File: src/rtl/tilemap_pkg.sv
// Shared tilemap constants, writer state encoding and the byte-lane to
// write-select mapping used by every tilemap write-port producer.
package tilemap_pkg;

    localparam int MAP_COLS_DEF = 40;
    localparam int MAP_ROWS_DEF = 30;
    localparam int TM_ADDR_W    = 12;

    typedef enum logic [1:0] {
        ST_IDLE  = 2'd0,
        ST_WRITE = 2'd1,
        ST_DONE  = 2'd2
    } wr_state_t;

    // Byte offset 0 is the most significant lane (wdata[31:24], wselect[3]).
    function automatic logic [3:0] lane_bit(input logic [1:0] offset);
        return 4'b1000 >> offset;
    endfunction

endpackage

File: src/rtl/tilemap_lane_mask.sv
// Given the lane offset inside a word and the cells left in the row, returns
// how many cells one word write covers and the matching byte enables.
module tilemap_lane_mask
    import tilemap_pkg::*;
(
    input  logic [1:0] lane,
    input  logic [7:0] remaining,
    output logic [2:0] count,
    output logic [3:0] wselect
);

    logic [2:0] room;

    assign room = 3'd4 - {1'b0, lane};

    always_comb begin
        count   = (remaining < {5'd0, room}) ? remaining[2:0] : room;
        wselect = '0;
        for (int j = 0; j < 4; j++) begin
            if (j >= int'(lane) && j < int'(lane) + int'(count))
                wselect = wselect | lane_bit(2'(j));
        end
    end

endmodule

File: src/rtl/tilemap_rect_writer.sv
// Fills a clipped rectangle of tilemap cells with one tile index, emitting
// merged byte-enabled word writes, one per cycle while the store accepts them.
module tilemap_rect_writer
    import tilemap_pkg::*;
#(
    parameter int          MAP_COLS  = MAP_COLS_DEF,
    parameter int          MAP_ROWS  = MAP_ROWS_DEF,
    parameter int          ADDR_W    = 27,
    parameter int unsigned BASE_ADDR = 0
) (
    input  logic              clk,
    input  logic              reset_n,
    input  logic              i_cmd_valid,
    output logic              o_cmd_ready,
    input  logic [5:0]        i_cmd_x,
    input  logic [5:0]        i_cmd_y,
    input  logic [6:0]        i_cmd_w,
    input  logic [6:0]        i_cmd_h,
    input  logic [7:0]        i_cmd_tile,
    output logic [31:0]       o_wdata,
    output logic              o_wea,
    output logic [3:0]        o_wselect,
    output logic [ADDR_W-1:0] o_waddr,
    input  logic              i_wready,
    output logic              o_busy,
    output logic              o_done
);

    wr_state_t state, state_n;

    logic [5:0] col_q, col_n, row_q, row_n, x_q, x_n;
    logic [7:0] x_end_q, x_end_n, y_end_q, y_end_n, tile_q, tile_n;
    logic [2:0] n_q, n_n;

    logic [7:0]           x_sum, y_sum, col_adv, row_inc, remaining;
    logic                 empty_cmd;
    logic [TM_ADDR_W-1:0] lin_addr;
    logic [ADDR_W-1:0]    byte_addr;
    logic [3:0]           wsel_n;
    logic                 wea_n;

    assign x_sum     = {2'b00, i_cmd_x} + {1'b0, i_cmd_w};
    assign y_sum     = {2'b00, i_cmd_y} + {1'b0, i_cmd_h};
    assign empty_cmd = (i_cmd_w == '0) || (i_cmd_h == '0) ||
                       ({2'b00, i_cmd_x} >= 8'(MAP_COLS)) ||
                       ({2'b00, i_cmd_y} >= 8'(MAP_ROWS));
    assign col_adv   = {2'b00, col_q} + {5'd0, n_q};
    assign row_inc   = {2'b00, row_q} + 8'd1;

    always_ff @(posedge clk or negedge reset_n) begin
        if (!reset_n) state <= ST_IDLE;
        else          state <= state_n;
    end

    always_comb begin
        state_n = state;
        col_n   = col_q;
        row_n   = row_q;
        x_n     = x_q;
        x_end_n = x_end_q;
        y_end_n = y_end_q;
        tile_n  = tile_q;
        unique case (state)
            ST_IDLE: begin
                if (i_cmd_valid) begin
                    col_n   = i_cmd_x;
                    row_n   = i_cmd_y;
                    x_n     = i_cmd_x;
                    tile_n  = i_cmd_tile;
                    x_end_n = (x_sum > 8'(MAP_COLS)) ? 8'(MAP_COLS) : x_sum;
                    y_end_n = (y_sum > 8'(MAP_ROWS)) ? 8'(MAP_ROWS) : y_sum;
                    state_n = empty_cmd ? ST_DONE : ST_WRITE;
                end
            end
            ST_WRITE: begin
                if (i_wready) begin
                    if (col_adv >= x_end_q) begin
                        col_n = x_q;
                        row_n = row_inc[5:0];
                        if (row_inc >= y_end_q) state_n = ST_DONE;
                    end else begin
                        col_n = col_adv[5:0];
                    end
                end
            end
            ST_DONE:  state_n = ST_IDLE;
            default:  state_n = ST_IDLE;
        endcase
    end

    // Next write is derived from the next cursor so the port is fully registered.
    assign lin_addr  = TM_ADDR_W'(row_n) * TM_ADDR_W'(MAP_COLS) + TM_ADDR_W'(col_n);
    assign byte_addr = ADDR_W'(BASE_ADDR) + ADDR_W'(lin_addr);
    assign remaining = x_end_n - {2'b00, col_n};
    assign wea_n     = (state_n == ST_WRITE);

    tilemap_lane_mask u_lane_mask (
        .lane      (byte_addr[1:0]),
        .remaining (remaining),
        .count     (n_n),
        .wselect   (wsel_n)
    );

    always_ff @(posedge clk or negedge reset_n) begin
        if (!reset_n) begin
            col_q       <= '0;
            row_q       <= '0;
            x_q         <= '0;
            x_end_q     <= '0;
            y_end_q     <= '0;
            tile_q      <= '0;
            n_q         <= '0;
            o_wea       <= 1'b0;
            o_wselect   <= '0;
            o_waddr     <= '0;
            o_wdata     <= '0;
            o_busy      <= 1'b0;
            o_done      <= 1'b0;
            o_cmd_ready <= 1'b0;
        end else begin
            col_q       <= col_n;
            row_q       <= row_n;
            x_q         <= x_n;
            x_end_q     <= x_end_n;
            y_end_q     <= y_end_n;
            tile_q      <= tile_n;
            n_q         <= n_n;
            o_wea       <= wea_n;
            o_wselect   <= wea_n ? wsel_n : 4'b0000;
            o_waddr     <= wea_n ? {byte_addr[ADDR_W-1:2], 2'b00} : '0;
            o_wdata     <= wea_n ? {4{tile_n}} : 32'd0;
            o_busy      <= wea_n;
            o_done      <= (state_n == ST_DONE);
            o_cmd_ready <= (state_n == ST_IDLE);
        end
    end

endmodule

File: config.mk
export PLATFORM = sky130hd
export DESIGN_NAME = tilemap_rect_writer
export DESIGN_NICKNAME = d
export VERILOG_FILES = /design/src/rtl/tilemap_pkg.sv /design/src/rtl/tilemap_lane_mask.sv /design/src/rtl/tilemap_rect_writer.sv
export SDC_FILE = /design/constraint.sdc
export NUM_CORES = 1
export LEC_CHECK = 0
export BUFFER_PORTS_ARGS = -buffer_cell sky130_fd_sc_hd__buf_2
export CORE_ASPECT_RATIO = 0.6
export CORE_MARGIN = 2
export CORE_UTILIZATION = 61
export CTS_CLUSTER_DIAMETER = 120
export DETAILED_ROUTE_END_ITERATION = 12
export PLACE_DENSITY = 0.87
export SLEW_MARGIN = 10
export SYNTH_ARGS = -nofsm -noshare
export SYNTH_HDL_FRONTEND = slang
export SYNTH_SLANG_ARGS = --single-unit
export TNS_END_PERCENT = 10
File: constraint.sdc
create_clock -name clk -period 20 [get_ports clk]
set_input_delay 1 -clock clk [delete_from_list [all_inputs] [get_ports clk]]
set_output_delay 1 -clock clk [all_outputs]
set_load 0.02 [all_outputs]
## Word-level counts from Yosys, hierarchy flattened

Index checks and enable logic that the tools add are counted.

| storage, ports and cells | value |
|---|---|
| flip-flop bits (word level) | 98 |
| latch bits | 0 |
| memory bits (writable) | 0 |
| bits in read-only memories | 0 |
| input port bits | 38 |
| word-level logic and storage cells | 79 |
| memories | 0 |

| cells by class | value |
|---|---|
| add/sub/neg operators | 8 |
| multipliers | 1 |
| div/mod/pow operators | 0 |
| magnitude comparators | 14 |
| eq/ne operators | 3 |
| shift operators | 0 |
| muxes and demuxes | 28 |
| bitwise logic cells | 0 |
| reduce and logical (&&, ||, !) cells | 11 |

Operators by type and width:

| cell | number |
|---|---|
| less-than comparator 3 x 32 -> 1 bit (first input constant) | 2 |
| two-way mux 8 bit | 6 |
| two-way mux 6 bit | 6 |
| less-than comparator 1 x 32 -> 1 bit (first input constant) | 1 |
| less-than comparator 2 x 32 -> 1 bit (first input constant) | 1 |
| two-way mux 32 bit | 1 |
| case mux 6 bit (2 select lines) | 2 |
| adder 6 x 7 -> 8 bit | 2 |
| greater-or-equal comparator 7 x 8 -> 1 bit | 2 |
| zero test 7 bit | 2 |
| adder 12 x 6 -> 12 bit | 1 |
| two-way mux 12 bit | 1 |
| two-way mux 2 bit | 6 |
| multiplier 6 x 3 -> 9 bit (second input constant) | 1 |
| > comparator 8 x 5 -> 1 bit (second input constant) | 1 |
| > comparator 8 x 6 -> 1 bit (second input constant) | 1 |
| less-than comparator 8 x 3 -> 1 bit | 1 |
| two-way mux 4 bit | 2 |
| subtractor 8 x 6 -> 8 bit | 1 |
| adder 6 x 1 -> 7 bit (second input constant) | 1 |
| adder 6 x 3 -> 7 bit | 1 |
| greater-or-equal comparator 6 x 5 -> 1 bit (second input constant) | 1 |
| greater-or-equal comparator 6 bit (second input constant) | 1 |
| two-way mux 3 bit | 2 |
| other kinds (12) | 19 |

## Longest topological paths before layout

| logic depth | value |
|---|---|
| depth in word-level cells | 18 |
| depth in mapped cells | 32 |
| gate-level depth less buffers | 31 |

## Cells and area by module

A second synthesis with hierarchy kept.

| second synthesis, totals | value |
|---|---|
| cell total of the unflattened synthesis | 564 |
| area, all modules | 5170.0 µm² |

Modules (own cells, without submodules):

| module | instances | cells each | area each (µm²) | sequential area each (µm²) |
|---|---|---|---|---|
| tilemap_rect_writer | 1 | 532 | 4884.7 | 1801.7 |
| tilemap_lane_mask | 1 | 32 | 285.3 | 0.0 |

## Least setup slack after synthesis

OpenSTA, ideal clock, no wires.

| path | value |
|---|---|
| path kind | input -> register |
| start point | input port i_cmd_x[0] |
| end point | register o_wselect[3] |
| setup time | 0.130 ns |
| arrival | 6.790 ns |
| setup slack | 13.080 ns |
| cell stages on the path | 27 |
| buffers on the path | 0 |
| cell sequence | ha_1 -> inv_1 -> fa_1 -> nand2b_1 -> a21oi_1 -> xor2_1 -> a21o_1 -> nor2b_1 -> o22ai_1 -> nand2b_1 -> a211oi_1 -> a22oi_1 -> ha_1 -> fa_1 -> inv_1 -> ha_1 -> nor2b_1 -> o21ai_0 -> nand3b_1 -> a211o_1 -> a31o_4 -> o21ai_0 -> ha_1 -> fa_1 -> or4b_2 -> a21oi_1 -> a211oi_1 |

| between the ends | value |
|---|---|
| longest elaborated chain between the ends | 13 |
| elaborated cells between the ends (all ways) | 25 |
| those cells by class | add/sub: 5; order compare: 5; eq/ne: 1; mux: 11; reduce/logical: 3 |

RTL lines:

| item | line | RTL |
|---|---|---|
| start: declaration | tilemap_rect_writer.sv:15 | `input logic [5:0] i_cmd_x,` |
| adder 6 x 7 -> 8 bit | tilemap_rect_writer.sv:42 | `assign x_sum = {2'b00, i_cmd_x} + {1'b0, i_cmd_w};` |
| > comparator 8 x 6 -> 1 bit | tilemap_rect_writer.sv:70 | `x_end_n = (x_sum > 8'(MAP_COLS)) ? 8'(MAP_COLS) : x_sum;` |
| two-way mux 8 bit | tilemap_rect_writer.sv:70 |  |
| two-way mux 8 bit | tilemap_rect_writer.sv:65 | `if (i_cmd_valid) begin` |
| two-way mux 8 bit | tilemap_rect_writer.sv:63 | `unique case (state)` |
| subtractor 8 x 6 -> 8 bit | tilemap_rect_writer.sv:94 | `assign remaining = x_end_n - {2'b00, col_n};` |
| less-than comparator 8 x 3 -> 1 bit | tilemap_lane_mask.sv:17 | `count = (remaining < {5'd0, room}) ? remaining[2:0] : room;` |
| two-way mux 3 bit * | tilemap_lane_mask.sv:17 |  |
| net n_n[0] | tilemap_rect_writer.sv:33 | `logic [2:0] n_q, n_n;` |
| adder 2 x 3 -> 4 bit * | tilemap_lane_mask.sv:20 | `if (j >= int'(lane) && j < int'(lane) + int'(count))` |
| less-than comparator 1 x 32 -> 1 bit * | tilemap_lane_mask.sv:20 |  |
| logical AND 1 bit * | tilemap_lane_mask.sv:20 |  |
| two-way mux 4 bit * | tilemap_lane_mask.sv:20 |  |
| two-way mux 4 bit * | tilemap_rect_writer.sv:129 | `o_wselect <= wea_n ? wsel_n : 4'b0000;` |
| end signal: assignment | tilemap_rect_writer.sv:129 |  |
| end: declaration | tilemap_rect_writer.sv:22 | `output logic [3:0] o_wselect,` |

Mark *: on every way through the listed nets, which the timed path passes. The rest lies on a longest branch.
A chain may end at the register's enable or synchronous reset.

## Worst setup path after layout

| path | value |
|---|---|
| start point | register n_q[0] |
| end point | register o_wselect[3] |

| between the ends | value |
|---|---|
| longest elaborated chain between the ends | 14 |
| elaborated cells between the ends (all ways) | 20 |
| those cells by class | add/sub: 5; order compare: 4; eq/ne: 1; mux: 9; reduce/logical: 1 |

RTL lines:

| item | line | RTL |
|---|---|---|
| start: declaration | tilemap_rect_writer.sv:33 |  |
| start signal: assignment | tilemap_rect_writer.sv:127 | `n_q <= n_n;` |
| adder 6 x 3 -> 7 bit * | tilemap_rect_writer.sv:47 | `assign col_adv = {2'b00, col_q} + {5'd0, n_q};` |
| greater-or-equal comparator 7 x 8 -> 1 bit | tilemap_rect_writer.sv:77 | `if (col_adv >= x_end_q) begin` |
| two-way mux 6 bit * | tilemap_rect_writer.sv:77 |  |
| two-way mux 6 bit * | tilemap_rect_writer.sv:76 | `if (i_wready) begin` |
| case mux 6 bit (2 select lines) * | tilemap_rect_writer.sv:63 |  |
| adder 12 x 6 -> 12 bit * | tilemap_rect_writer.sv:92 | `assign lin_addr = TM_ADDR_W'(row_n) * TM_ADDR_W'(MAP_COLS) + TM_ADDR_W'(col_n);` |
| net byte_addr[1] | tilemap_rect_writer.sv:38 | `logic [ADDR_W-1:0] byte_addr;` |
| subtractor 3 x 2 -> 3 bit * | tilemap_lane_mask.sv:14 | `assign room = 3'd4 - {1'b0, lane};` |
| less-than comparator 8 x 3 -> 1 bit * | tilemap_lane_mask.sv:17 |  |
| two-way mux 3 bit * | tilemap_lane_mask.sv:17 |  |
| net n_n[0] | tilemap_rect_writer.sv:33 |  |
| adder 2 x 3 -> 4 bit * | tilemap_lane_mask.sv:20 |  |
| less-than comparator 1 x 32 -> 1 bit * | tilemap_lane_mask.sv:20 |  |
| logical AND 1 bit * | tilemap_lane_mask.sv:20 |  |
| two-way mux 4 bit * | tilemap_lane_mask.sv:20 |  |
| two-way mux 4 bit * | tilemap_rect_writer.sv:129 |  |

Marks and branches as above.

==> impl_metrics.yaml <==
clock_network:
  postCtsSetupRepairBufs: 0
  clock_sinks: 72
  hold_buffers: 0
  ctsHtreeMaxLevel: 3
  post_cts_resized: 0
  cts_buffer_depth: 2
  root_buffer: "clkbuf_16"
  path_clk_slew_ps: 60
  cts_tree: "done"
  clock_latency_ps: 330
  cts-buffers-inserted: 9
layout:
  final_cells: 769
  finalNetCount: 750
  area_growth_pct: 11.5
  antenna_cells: 0
  drive_above_1_share_pct: 19.0
  stdcell_area_sq_mm: 0.00594
grt:
  overflow: 0
  grt_usage_pct: 29.7
  grt_pass1_vias: 4459
  antenna_found_initial: 0
  grt_max_degree: 73
  grt_pass1_wl_microns: 22600
worst_setup_path:
  cp-start-kind: "register"
  worstPathArrival_ps: 8120
  criticalPathCategory: "reg -> reg"
  critPathMaxFanout: 11
  critPathCaptureType: "register"
  cpMaxStageDelayCell: "or4b_2"
  slowest_delay_ps: 650
  critical_path_required_ps: 20210
floorplanning:
  die_y_microns: 76.4
  start_util_pct: 62.8
  die_w_microns: 125
  die_area_sq_mm: 0.00952
  core_sq_mm: 0.00849
  num_io_pins: 105
  row_count: 26
timing:
  max_freq_mhz: 126
  tns_ps: 0
  post-route-period-util_pct: 39.6
  worstMarginPinSlew_ps: 956
  worst_slack_ps: 12080
  finalHoldViolations: 0
  fin_hold_ws_ps: 472
  relSlewSlack_pct: 35.9
  rsz0062_at_grt: "false"
  setup_violations: 0
  finalCriticalPeriod_ps: 7920
  clock_skew_ps: 5.21
  finalMaxSlewViolations: 0
placed_design:
  port_buffers: 87
  gp_congestion: 1.04
  dpl.cell_count: 754
  hpwlAfterDp_microns: 10200
  post-place-ws_ps: 12140
  placed_area_sq_mm: 0.00562
worst_hold_path:
  hold_path_class: "reg -> reg"
yosys:
  synth_common_cells: "72 x dfrtp_1, 68 x nand2_1, 53 x inv_1, 52 x ha_1, 43 x a21oi_1"
  async_flop_share_pct: 100
  syn_area_per_cell_sq_um: 9.03
  synth_area_sq_mm: 0.00533
  seq_area_frac_synth_pct: 33.8
  synth_edf_count: 0
  synth_top_cell_by_area: "dfrtp_1"
  yosysMostFrequentCell: "dfrtp_1"
  syn_inst: 590
  yosysWarningCount: 0
  synth_cell_types: 81
  synth_area_leaders: "dfrtp_1 34%, ha_1 12%, buf_4 5.9%"
  synth_ff_type: "dfrtp_1"
  ys_ff_latch: 72
  synth_top_area_share_pct: 33.8
routing:
  drc: 0
  dr.pass1.iters: 6
  vias_per_cell: 6.00
  wl_per_cell_microns: 18.0
  drtIter0Drc: 416
  ant_nets: 0
  drt_wl_total_microns: 13900
  num_vias: 4612
power:
  irDropWorstVdd_mv: 0.106
  p_leak_nw: 3.09
  power-per-cell-area_mw_per_mm2: 213
run_status:
  status: "complete, no violations"
flow_run:
  cap_violations: 0
## layout by cell type, fill, tap and decap left out, types with 6 or more instances in the layout
cell type,count
buf_2,87
dfrtp_1,72
nand2_1,68
inv_1,53
ha_1,52
a21oi_1,43
nor2_1,41
a21o_1,17
o21ai_0,17
conb_1,17
xnor2_1,16
a211oi_1,12
nand3_1,9
nor3_1,9
xor2_1,9
clkbuf_16,9
nand2b_1,8
nor2b_1,7
fa_1,7
o22a_1,6
## metrics by stage
step	util [%]	power [mW]
floorplan	-	0.887
global placement	66.2	1.01
detailed placement	66.2	1.06
CTS	70.0	1.25
global route	70.0	1.37
finish	70.0	1.27
## where the power goes
| part | switching (mW) | internal (mW) | total, mW | leakage (nW) |
|---|---|---|---|---|
| sequential | 0.0422 | 0.197 | 0.239 | 0.896 |
| combinational | 0.519 | 0.336 | 0.855 | 2.04 |
| clock | 0.0617 | 0.112 | 0.174 | 0.155 |
## registers in the layout, summed over array words and instances, names as in the netlist, 2 cells and up
name / cells
o_waddr: 10
o_wdata: 8
tile_q: 8
x_end_q: 8
y_end_q: 8
col_q: 6
row_q: 6
x_q: 6
o_wselect: 4
n_q: 3
state: 2
## metal layers
| metal | wire [microns] | share of wire (%) | vias up | GRT usage (%) |
|---|---|---|---|---|
| met3 | 1480 | 11 | 16 | 10.7 |
| met4 | 129 | 0.93 | 0 | 6.07 |
| li1 | - | - | 2141 | - |
| met2 | 5980 | 43 | 239 | 44.5 |
| met5 | 0 | 0 | - | 0 |
| met1 | 6270 | 45 | 2216 | 41.7 |
## cell families after synthesis
logic type	Yosys count	share of synthesized area, %
simple gates	173	15.7
compound gates	145	19.0
buf+inv	109	10.8
flops	72	33.8
fa+ha+maj	61	15.2
xor+xnor	26	4.53
mux	3	0.822
other cells	1	0.0704
## worst max-delay path, delay by kind of cell, from the launching register on
family	cells	cell delay (ps)
xor gates and xnor gates	1	290
and+or+nand+nor	5	1480
adders and majority gates	7	2460
DFF	1	390
buffers and inverters	3	440
AOI/OAI and AO/OA	13	2710
## final cells by class
class,instances,area (sq um)
Fill cell,638,2550
Tap cell,112,140
Inverter,54,203
Timing Repair Buffer,91,465
Sequential cell,72,1800
Clock inverter,5,81.3
Multi-Input combinational cell,425,3010
Clock buffer,10,239
## path summary, 6_finish.rpt
kind                            slack (ps)                start  cells past startpoint                     end
worst max register to register       12080     n_q[0]$_DFF_PN0_                     29  o_wselect[3]$_DFF_PN0_
worst min register to register         470  tile_q[6]$_DFF_PN0_                      2     tile_q[6]$_DFF_PN0_
worst max-delay path                 12080     n_q[0]$_DFF_PN0_                     29  o_wselect[3]$_DFF_PN0_
min in group asynchronous              880              reset_n                      2    x_end_q[6]$_DFF_PN0_
worst min-delay path                   470  tile_q[6]$_DFF_PN0_                      2     tile_q[6]$_DFF_PN0_
max in group asynchronous            18500              reset_n                      2   o_wdata[26]$_DFF_PN0_
No activity file was read; power rests on OpenSTA's default activity.
